--- src/rtl/rle_run_expander.sv ---
// rle_run_expander: expands (value, count) run pairs from a small FIFO into a one-sample-per-cycle stream
module rle_run_expander #(
  parameter int DATA_W     = 9,
  parameter int CNT_W      = 8,
  parameter int FIFO_DEPTH = 4
) (
  input  logic              clk,
  input  logic              rst,
  input  logic              in_valid,
  output logic              in_ready,
  input  logic [DATA_W-1:0] in_value,
  input  logic [CNT_W-1:0]  in_count,
  output logic              out_valid,
  input  logic              out_ready,
  output logic [DATA_W-1:0] out_sample,
  output logic              out_run_end,
  output logic              zero_cnt,
  output logic [15:0]       sample_total
);
  localparam int AW = $clog2(FIFO_DEPTH);
  typedef enum logic {IDLE, EXPAND} state_t;
  logic [DATA_W-1:0] val_mem_q [FIFO_DEPTH];
  logic [CNT_W-1:0]  cnt_mem_q [FIFO_DEPTH];
  logic [AW-1:0]     wr_q, rd_q;
  logic [AW:0]       occ_q;
  state_t            state_q, state_d;
  logic              valid_q, valid_d, end_q, end_d, zero_q, zero_d;
  logic [DATA_W-1:0] sample_q, sample_d;
  logic [CNT_W-1:0]  remain_q, remain_d;
  logic [15:0]       total_q, total_d;
  logic              push, pop, load, empty, full;
  logic [DATA_W-1:0] head_val;
  logic [CNT_W-1:0]  head_cnt;
  assign empty        = occ_q == '0;
  assign full         = occ_q == (AW+1)'(FIFO_DEPTH);
  assign in_ready     = !rst && !full;
  assign push         = in_valid && in_ready;
  assign head_val     = val_mem_q[rd_q];
  assign head_cnt     = cnt_mem_q[rd_q];
  assign out_valid    = valid_q;
  assign out_sample   = sample_q;
  assign out_run_end  = end_q;
  assign zero_cnt     = zero_q;
  assign sample_total = total_q;
  // Pair storage; contents need no reset because occupancy gates every read
  always_ff @(posedge clk) begin
    if (push) begin
      val_mem_q[wr_q] <= in_value;
      cnt_mem_q[wr_q] <= in_count;
    end
  end
  // FIFO pointers and occupancy; pointers wrap naturally at the power-of-2 depth
  always_ff @(posedge clk) begin
    if (rst) begin
      wr_q  <= '0;
      rd_q  <= '0;
      occ_q <= '0;
    end else begin
      wr_q  <= wr_q + AW'(push);
      rd_q  <= rd_q + AW'(pop);
      occ_q <= occ_q + (AW+1)'(push) - (AW+1)'(pop);
    end
  end
  // Run expansion: pop a pair, repeat its value count times, chain into the next run without a bubble
  always_comb begin
    state_d  = state_q;
    valid_d  = valid_q;
    sample_d = sample_q;
    end_d    = end_q;
    remain_d = remain_q;
    total_d  = total_q;
    zero_d   = 1'b0;
    pop      = 1'b0;
    load     = 1'b0;
    if (state_q == IDLE) begin
      pop    = !empty;
      load   = !empty && head_cnt != '0;
      zero_d = !empty && head_cnt == '0;
    end else if (out_ready) begin
      total_d  = total_q + 16'd1;
      remain_d = remain_q - CNT_W'(1);
      if (remain_q > CNT_W'(1)) begin
        end_d = remain_q == CNT_W'(2);
      end else if (!empty && head_cnt != '0) begin
        pop  = 1'b1;
        load = 1'b1;
      end else begin
        valid_d = 1'b0;
        state_d = IDLE;
      end
    end
    if (load) begin
      valid_d  = 1'b1;
      sample_d = head_val;
      remain_d = head_cnt;
      end_d    = head_cnt == CNT_W'(1);
      state_d  = EXPAND;
    end
  end
  // Output stage and bookkeeping registers
  always_ff @(posedge clk) begin
    if (rst) begin
      state_q  <= IDLE;
      valid_q  <= 1'b0;
      sample_q <= '0;
      end_q    <= 1'b0;
      remain_q <= '0;
      total_q  <= '0;
      zero_q   <= 1'b0;
    end else begin
      state_q  <= state_d;
      valid_q  <= valid_d;
      sample_q <= sample_d;
      end_q    <= end_d;
      remain_q <= remain_d;
      total_q  <= total_d;
      zero_q   <= zero_d;
    end
  end
endmodule

--- config.mk ---
export PLATFORM = sky130hd
export DESIGN_NAME = rle_run_expander
export DESIGN_NICKNAME = d
export VERILOG_FILES = /design/src/rtl/rle_run_expander.sv
export SDC_FILE = /design/constraint.sdc
export NUM_CORES = 1
export LEC_CHECK = 0
export ABC_AREA = 1
export CAP_MARGIN = 5
export CELL_PAD_IN_SITES_DETAIL_PLACEMENT = 1
export CELL_PAD_IN_SITES_GLOBAL_PLACEMENT = 2
export CORE_ASPECT_RATIO = 1.1
export CORE_MARGIN = 1
export CORE_UTILIZATION = 36
export DETAILED_ROUTE_END_ITERATION = 7
export GPL_TIMING_DRIVEN = 0
export PLACE_DENSITY_LB_ADDON = 0.1
export SETUP_SLACK_MARGIN = 0.05
export SLEW_MARGIN = 30
export SYNTH_ARGS = -nofsm -noshare
export SYNTH_HDL_FRONTEND = slang
export SYNTH_SLANG_ARGS = --single-unit
--- constraint.sdc ---
create_clock -name clk -period 3 [get_ports clk]
set_clock_uncertainty 0.05 [all_clocks]
set_input_delay 0.45 -clock clk [delete_from_list [all_inputs] [get_ports clk]]
set_output_delay 0.45 -clock clk [all_outputs]
set_load 0.005 [all_outputs]
After elaboration in Yosys (flattened, before gate mapping):

Memories as Yosys holds them, arrays and structs flattened. A register that Yosys moved wholly into a read port is not among the register bits.
Cells that the tools add are included.

* RAM bits: 68
* logic and storage cells: 65
* memories: 2
* register bits after elaboration: 35

Memory list
* val_mem_q: depth 4, bits a word 9, read ports 1, clocked after Yosys merged registers in 1, write ports 1, RTL line 22 `logic [DATA_W-1:0] val_mem_q [FIFO_DEPTH];`
* cnt_mem_q: depth 4, bits a word 8, read ports 1, clocked after Yosys merged registers in 1, write ports 1, RTL line 23 `logic [CNT_W-1:0] cnt_mem_q [FIFO_DEPTH];`

* muxes and demuxes: 24
* reductions and logical operators: 18
* magnitude comparators: 1
* $add $sub $neg: 6
* equality and inequality tests: 5

Operators by type and width (count)
* $mux 8: 3
* $mux 1: 20
* $add 16x1->16 const B: 1
* $eq 8x1->1 const B: 1
* $eq 8x2->1 const B: 1
* $gt 8x1->1 const B: 1
* $logic_not 8->1: 1
* $reduce_bool 8->1: 1
* $sub 8x1->8 const B: 1
* $reduce_bool 2->1: 3
* $add 2x1->2: 2
* $logic_and 1x1->1: 4
* $ne 2x2->1 const B: 2
* $reduce_and 2->1: 2
* $reduce_and 4->1: 1
* $add 3x1->3: 1
* $eq 3x3->1 const B: 1
* $logic_not 1->1: 3
* $logic_not 3->1: 1
* $reduce_and 3->1: 1
* $sub 3x1->3: 1
* $mux 2: 1
* $reduce_or 2->1: 1

Longest topological paths before layout:

* depth after elaboration: 9
* depth in mapped cells: 18
* mapped depth without buffers: 16

Worst setup path after synthesis:

OpenSTA, ideal clock, no wires.

* path kind: input -> register
* start point: input rst
* end point: memory cnt_mem_q[0][0], enable pin
* arrival: 2.203 ns
* data required time: 2.537 ns
* setup slack: 0.334 ns
* buffers on the path: 1
* setup time: 0.413 ns
* stages: 4
* cells stage by stage: clkbuf_1 -> a31oi_1 -> nand2_1 -> nor3_1

* cells in the longest elaborated chain, start to end: 5

RTL lines
* start, declared: RTL line 8 `input logic rst,`
* $logic_not 1->1: RTL line 36 `assign in_ready = !rst && !full;`
* $logic_and 1x1->1: RTL line 36
* named net in_ready: RTL line 10 `output logic in_ready,`
* $logic_and 1x1->1: RTL line 37 `assign push = in_valid && in_ready;`
* $mux 1: RTL line 47 `if (push) begin`
* $mux 1 (implied by the code): RTL line 49 `cnt_mem_q[wr_q] <= in_count;`
* end, declared: RTL line 23

The timed path passes the listed nets, and every way through them passes these cells.

==> metrics.csv <==
metric;value;unit
top_usage_layer;met2;
r2r_end;occ_q[2]$_SDFF_PP0_;
ir_drop;0.381;mV
grt_pass1_wl;18.3;mm
yosysTopAreaCell;edfxtp_1;
globalRouteMet3Util;3.75;%
synthTopCellsByCount;nand2_1, edfxtp_1, nor2_1;
avgSynthCellArea;10.0;um^2
cts_sinks;112;
final_max_slew_viol_count;0;
instances_no_fill;707;
worst_slew_pin_slew;0.765;ns
cp_max_fo;10;
syn_to_final_growth;23.1;%
cts_tree;done;
rsz0062_at_grt;false;
die_y;123;um
cp.required;3.24;ns
timing.fmax;369;MHz
fillers;1432;
relSlewSlack;48.7;%
holdCritPathClass;flop to flop;
fin_nets;575;
grt_usage;17.7;%
initial_core_util;37.4;%
dieArea;13700;um^2
yosys_most_used_dff;edfxtp_1;
drt-vias-per-instance;4.91;
synthesis.area;4770;um^2
fin_setup_tns;0;ns
hold_viol;0;
yosysWarnings;0;
wl_per_cell;15.8;um
critPathLaunchType;flop;
critPathArrivalTime;2.95;ns
dp.cells;690;
clk_pin_slew;0.07;ns
rr_worst_depth;18;
met1_usage;21.6;%
synthAdderAreaFrac;2.52;%
setup_viol_count_final;0;
synth.most_common_cell;nand2_1;
route.detailed.drc;1;
grt_pass1_vias;3603;
wl;11.2;mm
power.density;853;nW/um^2
rrSetupSlack;0.29;ns
final_layout_size_suffix_gt1_share;11.6;%
cp-end-kind;flop;
synthTopCellsByArea;edfxtp_1, dfxtp_1, nand2_1, nor2_1, o21ai_0;
htreeDepth;3;
whs;0.414;ns
synth_nets;507;
ant_nets;0;
core;12800;um^2
dp_hpwl;7.96;mm
numCtsBuffers;9;
critPathCapture;occ_q[2]$_SDFF_PP0_;
synth_edf_count;68;
synth_simple_gate_area_share;18.2;%
n_antenna_cell;0;
antenna_found_initial;0;
synthMuxAreaShare;0;%
synthArstFlopShare;0;%
ys_types;38;
status;finished with violations;
finalPower;5.01;mW
criticalPathCategory;flop to flop;
r2r_start;rd_q[0]$_SDFF_PP0_;
synth_top_family_by_area;simple AND/OR/NAND/NOR gates;
grt_max_degree;19;
first_pass_iters;6;
gp_congestion;0.731;
ios;50;
synth-xor-area-share;1.47;%
period_needed;2.71;ns
ys_seq_area_share;61.2;%
port_buffers;48;
insertion_delay;0.35;ns
setup.worst_path.start;rd_q[0]$_SDFF_PP0_;
timing.final.crit_share;90.3;%
row_count;43;
p_leak;2.19;nW
max-clock-path-buffers;2;
violations;DRC;
drtIter0Drc;185;
grt_overflow;0;
ys_ff_latch;112;
syn_inst;477;
synth_top_area_share;42.8;%
maxCapViolCount;0;
cts-root-buf;clkbuf_16;
met2_usage;31.1;%
num_vias;3470;
synth_compound_area_share;10.2;%
die_x;112;um
## layer usage
layer,wire length (um),up-vias
li1,-,1744
met1,5040,1667
met2,5650,47
met3,337,12
met4,150,0
met5,0,-
## per-stage QoR
step	utilization [%]	setup slack [ns]	instance area (um^2)
finish	46.1	0.292	5880
global route	46.1	0.0658	5880
CTS	45.9	0.0653	5850
detailed placement	43.4	0.0938	5530
global placement	42.7	-1.02	5450
floorplan	-	0.334	4770
## flip-flops by register name (all words and copies together) (netlist names)
signal	flops
out_run_end	1
zero_cnt	1
cnt_mem_q	32
wr_q	2
occ_q	3
remain_q	8
state_q	1
out_sample	9
sample_total	16
val_mem_q	36
out_valid	1
rd_q	2
## worst max-delay path, stage by stage (launching register included)
cell	delay [ns]
dfxtp_2	0.34
buf_6	0.14
inv_6	0.05
buf_6	0.14
nand2_1	0.06
nand3_1	0.07
nand2_1	0.14
nand2_2	0.09
nor2_4	0.13
nand2_4	0.09
nand2_2	0.09
o21ai_2	0.08
ha_1	0.28
inv_1	0.04
ha_1	0.18
fa_1	0.35
inv_1	0.08
o21ai_0	0.09
a21oi_1	0.14
## cell type report
cell class | instances | area (um^2) | area share [%]
clock inverters | 5 | 81.3 | 1.38
flip-flops and latches | 112 | 2920 | 49.8
repair buffers | 57 | 552 | 9.39
clock buffers | 11 | 233 | 3.96
plain buffers | 19 | 139 | 2.36
inverters | 42 | 165 | 2.81
well taps | 157 | 196 | 3.34
multi-input cells | 304 | 1590 | 27.0
## what timing repair did
item,CTS,global route
buffers inserted,0,1
endpoints found under the hold margin,0,0
hold buffers,0,0
endpoints found under the setup margin,0,2
resized for setup,0,9
## worst min-delay path by stage
stage,from,endpoint,slack [ns],depth (start not counted)
finish,out_sample[7]$_SDFFE_PP0P_,out_sample[7]$_SDFFE_PP0P_,0.41,2
global route,out_sample[2]$_SDFFE_PP0P_,out_sample[2]$_SDFFE_PP0P_,0.44,2
CTS,out_sample[7]$_SDFFE_PP0P_,out_sample[7]$_SDFFE_PP0P_,0.42,2
detailed placement,out_sample[7]$_SDFFE_PP0P_,out_sample[7]$_SDFFE_PP0P_,0.41,2
global placement,out_sample[3]$_SDFFE_PP0P_,out_sample[3]$_SDFFE_PP0P_,0.40,2
floorplan,out_sample[8]$_SDFFE_PP0P_,out_sample[8]$_SDFFE_PP0P_,0.41,2
## cell families after synthesis
group	Yosys count
and+or+nand+nor	197
DFF	112
AOI/OAI and AO/OA	90
buffers and inverters	61
adders and majority gates	9
xor gates and xnor gates	8
## cells in the final DEF (no fill, tap or decap), types with 2 or more instances in the layout
cell / count
a21oi_1: 31
buf_4: 12
buf_6: 8
bufinv_16: 2
clkbuf_1: 10
clkbuf_16: 9
clkdlybuf4s50_1: 48
dfxtp_1: 43
edfxtp_1: 68
ha_1: 8
inv_1: 39
inv_6: 2
nand2_1: 91
nand2_2: 10
nand3_1: 22
nand4_1: 5
nor2_1: 48
nor2_4: 2
nor3_1: 5
nor3_2: 6
o21a_1: 2
o21ai_0: 33
o21ai_1: 9
o21ai_2: 2
o22ai_1: 9
xnor2_1: 4
xor2_1: 4
## power by group
part           switching [mW]  total, mW  internal, mW
clock network           0.544       1.28         0.735
logic                    1.08       1.80         0.717
registers               0.118       1.93          1.82
total                    1.75       5.01          3.27
Power figures use the tool's default switching activity.
